## config.mk

```make
export PLATFORM = sky130hd
export DESIGN_NAME = fixed_point_alu
export DESIGN_NICKNAME = d
export VERILOG_FILES = /design/src/rtl/fixed_point_alu.sv
export SDC_FILE = /design/constraint.sdc
export NUM_CORES = 2
export LEC_CHECK = 0
export CAP_MARGIN = 25
export CELL_PAD_IN_SITES_DETAIL_PLACEMENT = 1
export CELL_PAD_IN_SITES_GLOBAL_PLACEMENT = 2
export CORE_ASPECT_RATIO = 0.9
export CORE_MARGIN = 1
export CORE_UTILIZATION = 41
export CTS_CLUSTER_DIAMETER = 50
export CTS_CLUSTER_SIZE = 30
export DETAILED_ROUTE_END_ITERATION = 12
export GPL_ROUTABILITY_DRIVEN = 1
export HOLD_SLACK_MARGIN = 0.1
export PLACE_DENSITY = 0.95
export SYNTH_ARGS = -nofsm -noshare
export SYNTH_HDL_FRONTEND = slang
export SYNTH_SLANG_ARGS = --single-unit
export TNS_END_PERCENT = 50
```

## constraint.sdc

```tcl
create_clock -name clk -period 30.3 [get_ports clk]
set_input_delay 6.06 -clock clk [delete_from_list [all_inputs] [get_ports clk]]
set_output_delay 6.06 -clock clk [all_outputs]
set_load 0.01 [all_outputs]
```

## src/rtl/fixed_point_alu.sv

```systemverilog
// fixed_point_alu: handshaked signed Q(WIDTH-FBITS).FBITS add/sub/mul/sqrt unit.
// Build option FXP_SATURATE_EN clamps overflowing ADD/SUB/MUL results instead of wrapping.
//
// state | meaning
// IDLE  | ready for a request, or dispatching the request just accepted
// MUL   | shift-add multiply, MUL_BITS multiplier bits per cycle
// SQRT  | restoring square root, one root bit per cycle
// DONE  | result valid, held until out_ready
`timescale 1ns/1ps
module fixed_point_alu #(
    parameter int WIDTH    = 32,
    parameter int FBITS    = 10,
    parameter int MUL_BITS = 4
) (
    input  logic             clk,
    input  logic             reset,
    input  logic             in_valid,
    output logic             in_ready,
    input  logic [1:0]       op,
    input  logic [WIDTH-1:0] operand_1,
    input  logic [WIDTH-1:0] operand_2,
    output logic             out_valid,
    input  logic             out_ready,
    output logic [WIDTH-1:0] result,
    output logic             overflow
);
    localparam int N     = WIDTH / MUL_BITS;
    localparam int RW    = WIDTH + FBITS;
    localparam int ITER  = RW / 2;
    localparam int CNT_W = $clog2(((N > ITER) ? N : ITER) + 1);

    localparam logic [CNT_W-1:0] CNT_ONE  = CNT_W'(1);
    localparam logic [CNT_W-1:0] CNT_N    = CNT_W'(N);
    localparam logic [CNT_W-1:0] CNT_ITER = CNT_W'(ITER);

    localparam logic [1:0] OP_ADD  = 2'b00;
    localparam logic [1:0] OP_SUB  = 2'b01;
    localparam logic [1:0] OP_MUL  = 2'b10;

    localparam logic [2*WIDTH-1:0] POS_LIMIT = {{(WIDTH+1){1'b0}}, {(WIDTH-1){1'b1}}};
    localparam logic [2*WIDTH-1:0] NEG_LIMIT = {{WIDTH{1'b0}}, 1'b1, {(WIDTH-1){1'b0}}};

`ifdef FXP_SATURATE_EN
    localparam bit SATURATE = 1'b1;
`else
    localparam bit SATURATE = 1'b0;
`endif

    typedef enum logic [1:0] {IDLE, MUL, SQRT, DONE} state_t;

    state_t             state, state_nxt;
    logic               pending;
    logic [1:0]         op_q;
    logic [WIDTH-1:0]   a_q, b_q;
    logic               neg_q;
    logic [2*WIDTH-1:0] a_sh, acc;
    logic [WIDTH-1:0]   b_sh;
    logic [RW-1:0]      rad;
    logic [ITER:0]      rem;
    logic [ITER-1:0]    root;
    logic [CNT_W-1:0]   cnt;

    function automatic logic [WIDTH-1:0] clamp(input logic [WIDTH-1:0] wrapped,
                                               input logic ovf, input logic neg);
        if (SATURATE && ovf)
            return neg ? {1'b1, {(WIDTH-1){1'b0}}} : {1'b0, {(WIDTH-1){1'b1}}};
        return wrapped;
    endfunction

    function automatic logic [WIDTH-1:0] abs_val(input logic [WIDTH-1:0] v);
        return v[WIDTH-1] ? -v : v;
    endfunction

    // ADD/SUB: true result sign equals operand_1 sign whenever overflow occurs
    logic [WIDTH-1:0] sum, diff;
    logic             add_ovf, sub_ovf;
    assign sum     = a_q + b_q;
    assign diff    = a_q - b_q;
    assign add_ovf = (a_q[WIDTH-1] == b_q[WIDTH-1]) && (sum[WIDTH-1] != a_q[WIDTH-1]);
    assign sub_ovf = (a_q[WIDTH-1] != b_q[WIDTH-1]) && (diff[WIDTH-1] != a_q[WIDTH-1]);

    logic [2*WIDTH-1:0] pp, acc_nxt, mag;
    logic [WIDTH-1:0]   mul_wrap;
    logic               mul_ovf;

    always_comb begin
        pp = '0;
        for (int i = 0; i < MUL_BITS; i++)
            if (b_sh[i]) pp = pp + (a_sh << i);
    end

    assign acc_nxt  = acc + pp;
    assign mag      = acc_nxt >> FBITS;
    assign mul_ovf  = neg_q ? (mag > NEG_LIMIT) : (mag > POS_LIMIT);
    assign mul_wrap = neg_q ? -mag[WIDTH-1:0] : mag[WIDTH-1:0];

    // Remainder never exceeds twice the partial root, so ITER+1 bits hold it
    logic [ITER+2:0] rem_t, trial;
    logic [ITER:0]   rem_sub, rem_nxt;
    logic [ITER-1:0] root_nxt;
    logic            sq_ge;

    assign rem_t    = {rem, rad[RW-1 -: 2]};
    assign trial    = {1'b0, root, 2'b01};
    assign sq_ge    = rem_t >= trial;
    assign rem_sub  = rem_t[ITER:0] - trial[ITER:0];
    assign rem_nxt  = sq_ge ? rem_sub : rem_t[ITER:0];
    assign root_nxt = {root[ITER-2:0], sq_ge};

    always_ff @(posedge clk or posedge reset) begin
        if (reset) state <= IDLE;
        else       state <= state_nxt;
    end

    always_comb begin
        state_nxt = state;
        case (state)
            IDLE: begin
                if (pending) begin
                    case (op_q)
                        OP_MUL:  state_nxt = MUL;
                        2'b11:   state_nxt = a_q[WIDTH-1] ? DONE : SQRT;
                        default: state_nxt = DONE;
                    endcase
                end
            end
            MUL:     if (cnt == CNT_ONE) state_nxt = DONE;
            SQRT:    if (cnt == CNT_ONE) state_nxt = DONE;
            DONE:    if (out_ready) state_nxt = IDLE;
            default: state_nxt = IDLE;
        endcase
    end

    assign in_ready  = !reset && (state == IDLE) && !pending;
    assign out_valid = (state == DONE);

    always_ff @(posedge clk or posedge reset) begin
        if (reset) begin
            pending  <= 1'b0;
            op_q     <= '0;
            a_q      <= '0;
            b_q      <= '0;
            neg_q    <= 1'b0;
            a_sh     <= '0;
            b_sh     <= '0;
            acc      <= '0;
            rad      <= '0;
            rem      <= '0;
            root     <= '0;
            cnt      <= '0;
            result   <= '0;
            overflow <= 1'b0;
        end else begin
            if (in_valid && in_ready) begin
                pending <= 1'b1;
                op_q    <= op;
                a_q     <= operand_1;
                b_q     <= operand_2;
            end
            case (state)
                IDLE: begin
                    if (pending) begin
                        pending <= 1'b0;
                        case (op_q)
                            OP_ADD: begin
                                result   <= clamp(sum, add_ovf, a_q[WIDTH-1]);
                                overflow <= add_ovf;
                            end
                            OP_SUB: begin
                                result   <= clamp(diff, sub_ovf, a_q[WIDTH-1]);
                                overflow <= sub_ovf;
                            end
                            OP_MUL: begin
                                neg_q <= a_q[WIDTH-1] ^ b_q[WIDTH-1];
                                a_sh  <= {{WIDTH{1'b0}}, abs_val(a_q)};
                                b_sh  <= abs_val(b_q);
                                acc   <= '0;
                                cnt   <= CNT_N;
                            end
                            default: begin
                                if (a_q[WIDTH-1]) begin
                                    result   <= '0;
                                    overflow <= 1'b1;
                                end else begin
                                    rad  <= {a_q, {FBITS{1'b0}}};
                                    rem  <= '0;
                                    root <= '0;
                                    cnt  <= CNT_ITER;
                                end
                            end
                        endcase
                    end
                end
                MUL: begin
                    acc  <= acc_nxt;
                    a_sh <= a_sh << MUL_BITS;
                    b_sh <= b_sh >> MUL_BITS;
                    cnt  <= cnt - CNT_ONE;
                    if (cnt == CNT_ONE) begin
                        result   <= clamp(mul_wrap, mul_ovf, neg_q);
                        overflow <= mul_ovf;
                    end
                end
                SQRT: begin
                    rad  <= rad << 2;
                    rem  <= rem_nxt;
                    root <= root_nxt;
                    cnt  <= cnt - CNT_ONE;
                    if (cnt == CNT_ONE) begin
                        result   <= {{(WIDTH-ITER){1'b0}}, root_nxt};
                        overflow <= 1'b0;
                    end
                end
                default: ;
            endcase
        end
    end
endmodule

```

==> impl_results.html <==
<table>
<tr><th>Metric</th><th>Value</th></tr>
<tr><th colspan="2">Floorplan</th></tr>
<tr><td>Boundary Pins</td><td>105</td></tr>
<tr><td>Starting utilization of the core area</td><td>0.4173</td></tr>
<tr><td>Placeable core area</td><td>slightly below 90000 sq um</td></tr>
<tr><td>X dimension of the die</td><td>between 300 and 400 microns</td></tr>
<tr><td>Height of the die</td><td>283.7 microns</td></tr>
<tr><td>Total Die Area</td><td>just under 90000 sq um</td></tr>
<tr><td>Row Count</td><td>approximately 100</td></tr>
<tr><th colspan="2">Global route</th></tr>
<tr><td>Largest net degree at the start of global routing</td><td>between 150 and 200</td></tr>
<tr><td>Number of antenna violations at the first check in global routing</td><td>2</td></tr>
<tr><td>All-Layer GR Usage</td><td>0.2830</td></tr>
<tr><td>Remaining Overflow, GRT</td><td>0</td></tr>
<tr><td>Number of global-route vias before repair</td><td>approximately 36000</td></tr>
<tr><td>Global-route wire length before repair</td><td>between 200000 and 250000 microns</td></tr>
<tr><th colspan="2">Timing</th></tr>
<tr><td>Pin slew with the least headroom to its limit</td><td>1.139 ns</td></tr>
<tr><td>Min cycle time layout</td><td>~14 ns</td></tr>
<tr><td>Count of pins over their slew limit</td><td>0</td></tr>
<tr><td>Skew final</td><td>0.04658 ns</td></tr>
<tr><td>Unrepaired setup endpoints after global routing</td><td>false</td></tr>
<tr><td>Maximum clock frequency</td><td>0.07365 GHz</td></tr>
<tr><td>Part of the cycle the worst path needs</td><td>0.4481</td></tr>
<tr><td>Final-report hold violation count</td><td>0</td></tr>
<tr><td>Sum of negative setup slack</td><td>0 ns</td></tr>
<tr><td>Count of endpoints failing setup in the final report</td><td>0</td></tr>
<tr><td>Max transition margin</td><td>0.2408</td></tr>
<tr><td>Final worst slack</td><td>16.72 ns</td></tr>
<tr><th colspan="2">Layout</th></tr>
<tr><td>Final nets</td><td>~5100</td></tr>
<tr><td>Final std cell area, no fill</td><td>39860 sq um</td></tr>
<tr><td>Fraction of final layout cells sized beyond drive strength 1</td><td>0.06293</td></tr>
<tr><td>Number of standard cells in the final layout excluding fillers</td><td>5850</td></tr>
<tr><td>Synthesis-to-layout area growth</td><td>10.23%</td></tr>
<tr><th colspan="2">Worst setup path</th></tr>
<tr><td>Buffers plus inverters on the worst setup path</td><td>2</td></tr>
<tr><td>Worst reg2reg path depth</td><td>55</td></tr>
<tr><td>Worst-path maximum fanout</td><td>2</td></tr>
<tr><td>Launch instance of the worst register-to-register path</td><td>a_sh[2]</td></tr>
<tr><td>Cell family with the largest share of critical-path delay</td><td>buffers and inverters</td></tr>
<tr><td>Standard cell with the maximum stage delay on the critical path</td><td>clkdlybuf4s50_1</td></tr>
<tr><td>Crit. End Element</td><td>primary output</td></tr>
<tr><td>Register-to-register setup slack</td><td>around 18 ns</td></tr>
<tr><td>Startpoint type of the worst setup path</td><td>primary input</td></tr>
<tr><td>Sequence of cells on the critical path</td><td>clkdlybuf4s50_1 &gt; nor3_1 &gt; clkdlybuf4s50_1</td></tr>
<tr><td>Data arrival time of the critical path</td><td>between 7 and 8 ns</td></tr>
<tr><td>Largest incremental delay on the critical path</td><td>approximately 0.6 ns</td></tr>
<tr><td>Most numerous cell on the critical path</td><td>clkdlybuf4s50_1</td></tr>
<tr><td>Worst reg2reg endpoint</td><td>overflow</td></tr>
<tr><td>Worst Path Class, Setup</td><td>primary input to primary output</td></tr>
<tr><td>Required @ worst endpoint</td><td>approximately 24 ns</td></tr>
<tr><th colspan="2">Pwr</th></tr>
<tr><td>Power Internal</td><td>around 2.3 mW</td></tr>
<tr><td>Fraction of power spent switching nets</td><td>0.5569</td></tr>
<tr><td>Fraction of power consumed by the clock network</td><td>0.124</td></tr>
<tr><td>Total power consumption of the routed design</td><td>5.260 mW</td></tr>
<tr><td>P per Cell Area</td><td>132.0 nW/um^2</td></tr>
<tr><td>Static Leakage</td><td>~18 nW</td></tr>
<tr><td>Share of power burned in combinational logic</td><td>0.705</td></tr>
<tr><td>Register share of total power</td><td>0.171</td></tr>
<tr><td>Peak supply drop</td><td>0.00007763 V</td></tr>
<tr><td>Switching pwr</td><td>about 2.9 mW</td></tr>
<tr><th colspan="2">Detailed routing</th></tr>
<tr><td>First-pass iteration count of the detailed router</td><td>5</td></tr>
<tr><td>Final routed DRC violation total</td><td>0</td></tr>
<tr><td>Per-cell via count in the routed design</td><td>slightly above 6</td></tr>
<tr><td>Post-route ant nets</td><td>0</td></tr>
<tr><td>Wire length per cell after detailed routing</td><td>about 22 microns</td></tr>
<tr><td>Starting DRC count in detailed routing</td><td>roughly 2600</td></tr>
<tr><td>Total wirelength of the detailed-routed design</td><td>129200 microns</td></tr>
<tr><td>Number of vias after detailed routing</td><td>between 30000 and 40000</td></tr>
<tr><th colspan="2">Job</th></tr>
<tr><td>Maximum capacitance violations</td><td>0</td></tr>
<tr><th colspan="2">CTS</th></tr>
<tr><td>Buffer type at the clock tree root</td><td>clkbuf_16</td></tr>
<tr><td>Buffer levels on the longest clock path</td><td>3</td></tr>
<tr><td>Clock insertion delay at the later pin of the skew report</td><td>0.63 ns</td></tr>
<tr><td>Number of buffers inserted to repair setup after CTS</td><td>0</td></tr>
<tr><td>Post-CTS resize count</td><td>0</td></tr>
<tr><td>Clock tree from TritonCTS</td><td>yes</td></tr>
<tr><td>TritonCTS Sinks</td><td>around 340</td></tr>
<tr><td>Hold buffer count at CTS</td><td>0</td></tr>
<tr><td>Number of H-tree levels</td><td>2</td></tr>
<tr><td>Number of clock buffers inserted by TritonCTS</td><td>50</td></tr>
<tr><td>Clock-pin slew of the registers on the worst-case setup and hold paths</td><td>~0.060 ns</td></tr>
<tr><th colspan="2">Synthesis</th></tr>
<tr><td>Yosys synthesis warning count</td><td>0</td></tr>
<tr><td>Post-synth design cell area</td><td>between 30000 and 40000 sq um</td></tr>
<tr><td>Number of flops mapped to enable cells by yosys</td><td>0</td></tr>
<tr><td>Count of different cell masters after synthesis</td><td>99</td></tr>
<tr><td>Number of instances in the synthesized netlist</td><td>4710</td></tr>
<tr><td>Most instantiated flip-flop cell in the synthesis netlist</td><td>dfrtp_1</td></tr>
<tr><td>Syn_nets</td><td>about 5100</td></tr>
<tr><td>Async set-or-reset flop fraction in the synthesized netlist</td><td>1.000</td></tr>
<tr><td>Average cell area after synthesis</td><td>7.677 sq um</td></tr>
<tr><td>#FFs+latches synth</td><td>approximately 340</td></tr>
<tr><td>Sequential share of the synthesized area</td><td>0.2374</td></tr>
<tr><th colspan="2">Min path</th></tr>
<tr><td>Sink of the worst hold path</td><td>a_sh[63]</td></tr>
<tr><td>Hold crit path type</td><td>flop to flop</td></tr>
<tr><td>Hold Path Cell Cnt</td><td>2</td></tr>
<tr><td>Worst Hold Launch</td><td>a_sh[63]</td></tr>
<tr><th colspan="2">Placement</th></tr>
<tr><td>Final weighted congestion in routability-driven placement</td><td>just over 0.9</td></tr>
<tr><td>DPL Wire Length</td><td>~96000 microns</td></tr>
<tr><td>Cell Area, Placed</td><td>38000 sq um</td></tr>
<tr><td>Port-buffer cells</td><td>approximately 100</td></tr>
<tr><td>Placed Cells</td><td>between 5000 and 6000</td></tr>
<tr><td>Post-placement setup slack</td><td>16.75 ns</td></tr>
<tr><th colspan="2">Outcome</th></tr>
<tr><td>Status</td><td>completed</td></tr>
</table>
-- layout by cell type, fill, tap and decap left out, types with 20 or more instances in the layout --
master / instances
o41ai_1: 23
dfrtp_1: 339
ha_1: 338
o21bai_1: 49
a22o_1: 38
nand4_1: 43
nand2b_1: 51
mux2_2: 99
o21a_1: 45
clkdlybuf4s50_1: 104
nor3_1: 73
buf_4: 31
xnor2_1: 205
inv_1: 206
nor2_1: 332
mux2i_1: 42
nand2_1: 595
or3_1: 28
and3_1: 29
a21oi_1: 452
o22ai_1: 25
and2_1: 40
nand3_1: 133
o211ai_1: 26
or2_2: 21
a211oi_1: 36
o21ai_0: 476
xor2_1: 150
nor4_1: 20
a31oi_1: 46
nor2b_1: 36
a21o_1: 149
clkbuf_16: 51
o31ai_1: 41
-- worst register-to-register path: cells and delay by family (launching register included) --
kind,cells,cell delay [ns]
DFF,1,0.57
AOI/OAI and AO/OA,37,8.45
and+or+nand+nor,7,1.14
buffers and inverters,1,0.13
muxes,2,0.59
xor gates and xnor gates,4,0.55
adders and majority gates,4,1.16
-- cells by family after synthesis --
logic type,Yosys count,synth area share
AOI/OAI and AO/OA,1597,0.2747
xor gates and xnor gates,355,0.08598
adders and majority gates,349,0.1218
buffers and inverters,447,0.04865
DFF,343,0.2374
muxes,141,0.04246
and+or+nand+nor,1478,0.1891
-- Yosys cell counts, types with 21 or more instances --
cell,number,area share
a211oi_1,37,0.0077
a21o_1,149,0.031
a21oi_1,453,0.063
a22o_1,38,0.0092
a31oi_1,46,0.0080
and2_1,41,0.0071
and3_1,29,0.0050
clkbuf_1,200,0.021
dfrtp_1,343,0.24
ha_1,340,0.12
inv_1,207,0.021
mux2_2,99,0.031
mux2i_1,42,0.012
nand2_1,595,0.062
nand2b_1,51,0.0088
nand3_1,133,0.018
nand4_1,43,0.0074
nor2_1,333,0.035
nor2b_1,36,0.0062
nor3_1,73,0.010
o211ai_1,26,0.0054
o21a_1,45,0.0093
o21ai_0,476,0.066
o21bai_1,49,0.010
o22ai_1,25,0.0043
o31ai_1,41,0.0085
o41ai_1,23,0.0056
or2_2,21,0.0036
or3_1,28,0.0048
xnor2_1,205,0.050
xor2_1,150,0.036
-- area by class of cell --
| cell class | count | area (sq um) |
|---|---|---|
| Tap cell | 1144 | 1431 |
| Timing Repair Buffer | 138 | 1326 |
| Sequential cell | 343 | 8591 |
| Antenna cell | 2 | 5.005 |
| Multi-Input combinational cell | 3920 | 25890 |
| Clock buffer | 54 | 1308 |
| Inverter | 210 | 795.8 |
| Clock inverter | 39 | 515.5 |
| Fill cell | 10562 | 46790 |
-- sequential cells by signal, summed over array words and instances (netlist names) --
name,flops
overflow,1
state,2
b_sh,32
neg_q,1
acc,64
rad,32
a_sh,64
a_q,32
result,32
rem,22
pending,1
op_q,2
root,21
cnt,5
b_q,32
-- how the worst max path moves through the flow --
stage,start,to,slack [ns],cells past startpoint
after floorplan,reset,a_q[0],14.73,1
after global placement,reset,in_ready,16.79,3
after detailed placement,reset,in_ready,16.75,3
after CTS,reset,in_ready,16.74,3
after global routing,a_sh[2],overflow,16.39,56
final,reset,in_ready,16.72,3
-- per-stage QoR --
step,hold slack [ns],util
final,0.4693,0.4600
after global routing,0.5069,0.4600
after CTS,0.4753,0.4596
after detailed placement,0.4611,0.4385
after global placement,0.4550,0.4385
after floorplan,0.4391,-
-- routing by layer --
layer  wire (microns)  part of all wire  track usage
met5                0                 0            0
met1            61780              0.48       0.4086
met4             4286             0.033      0.09102
met2            55750              0.43       0.4295
met3             7393             0.057      0.04056
-- power by group through the flow --
stage / logic [mW] / registers (mW) / clock network [mW]
3_3_place_gp: 3.49 / 0.891 / 0
6_report: 3.71 / 0.902 / 0.651
4_1_cts: 3.63 / 0.893 / 0.658
2_1_floorplan: 2.63 / 0.767 / 0
5_1_grt: 4.02 / 0.922 / 0.673
3_5_place_dp: 3.58 / 0.899 / 0
No activity file was read; power rests on OpenSTA's default activity.
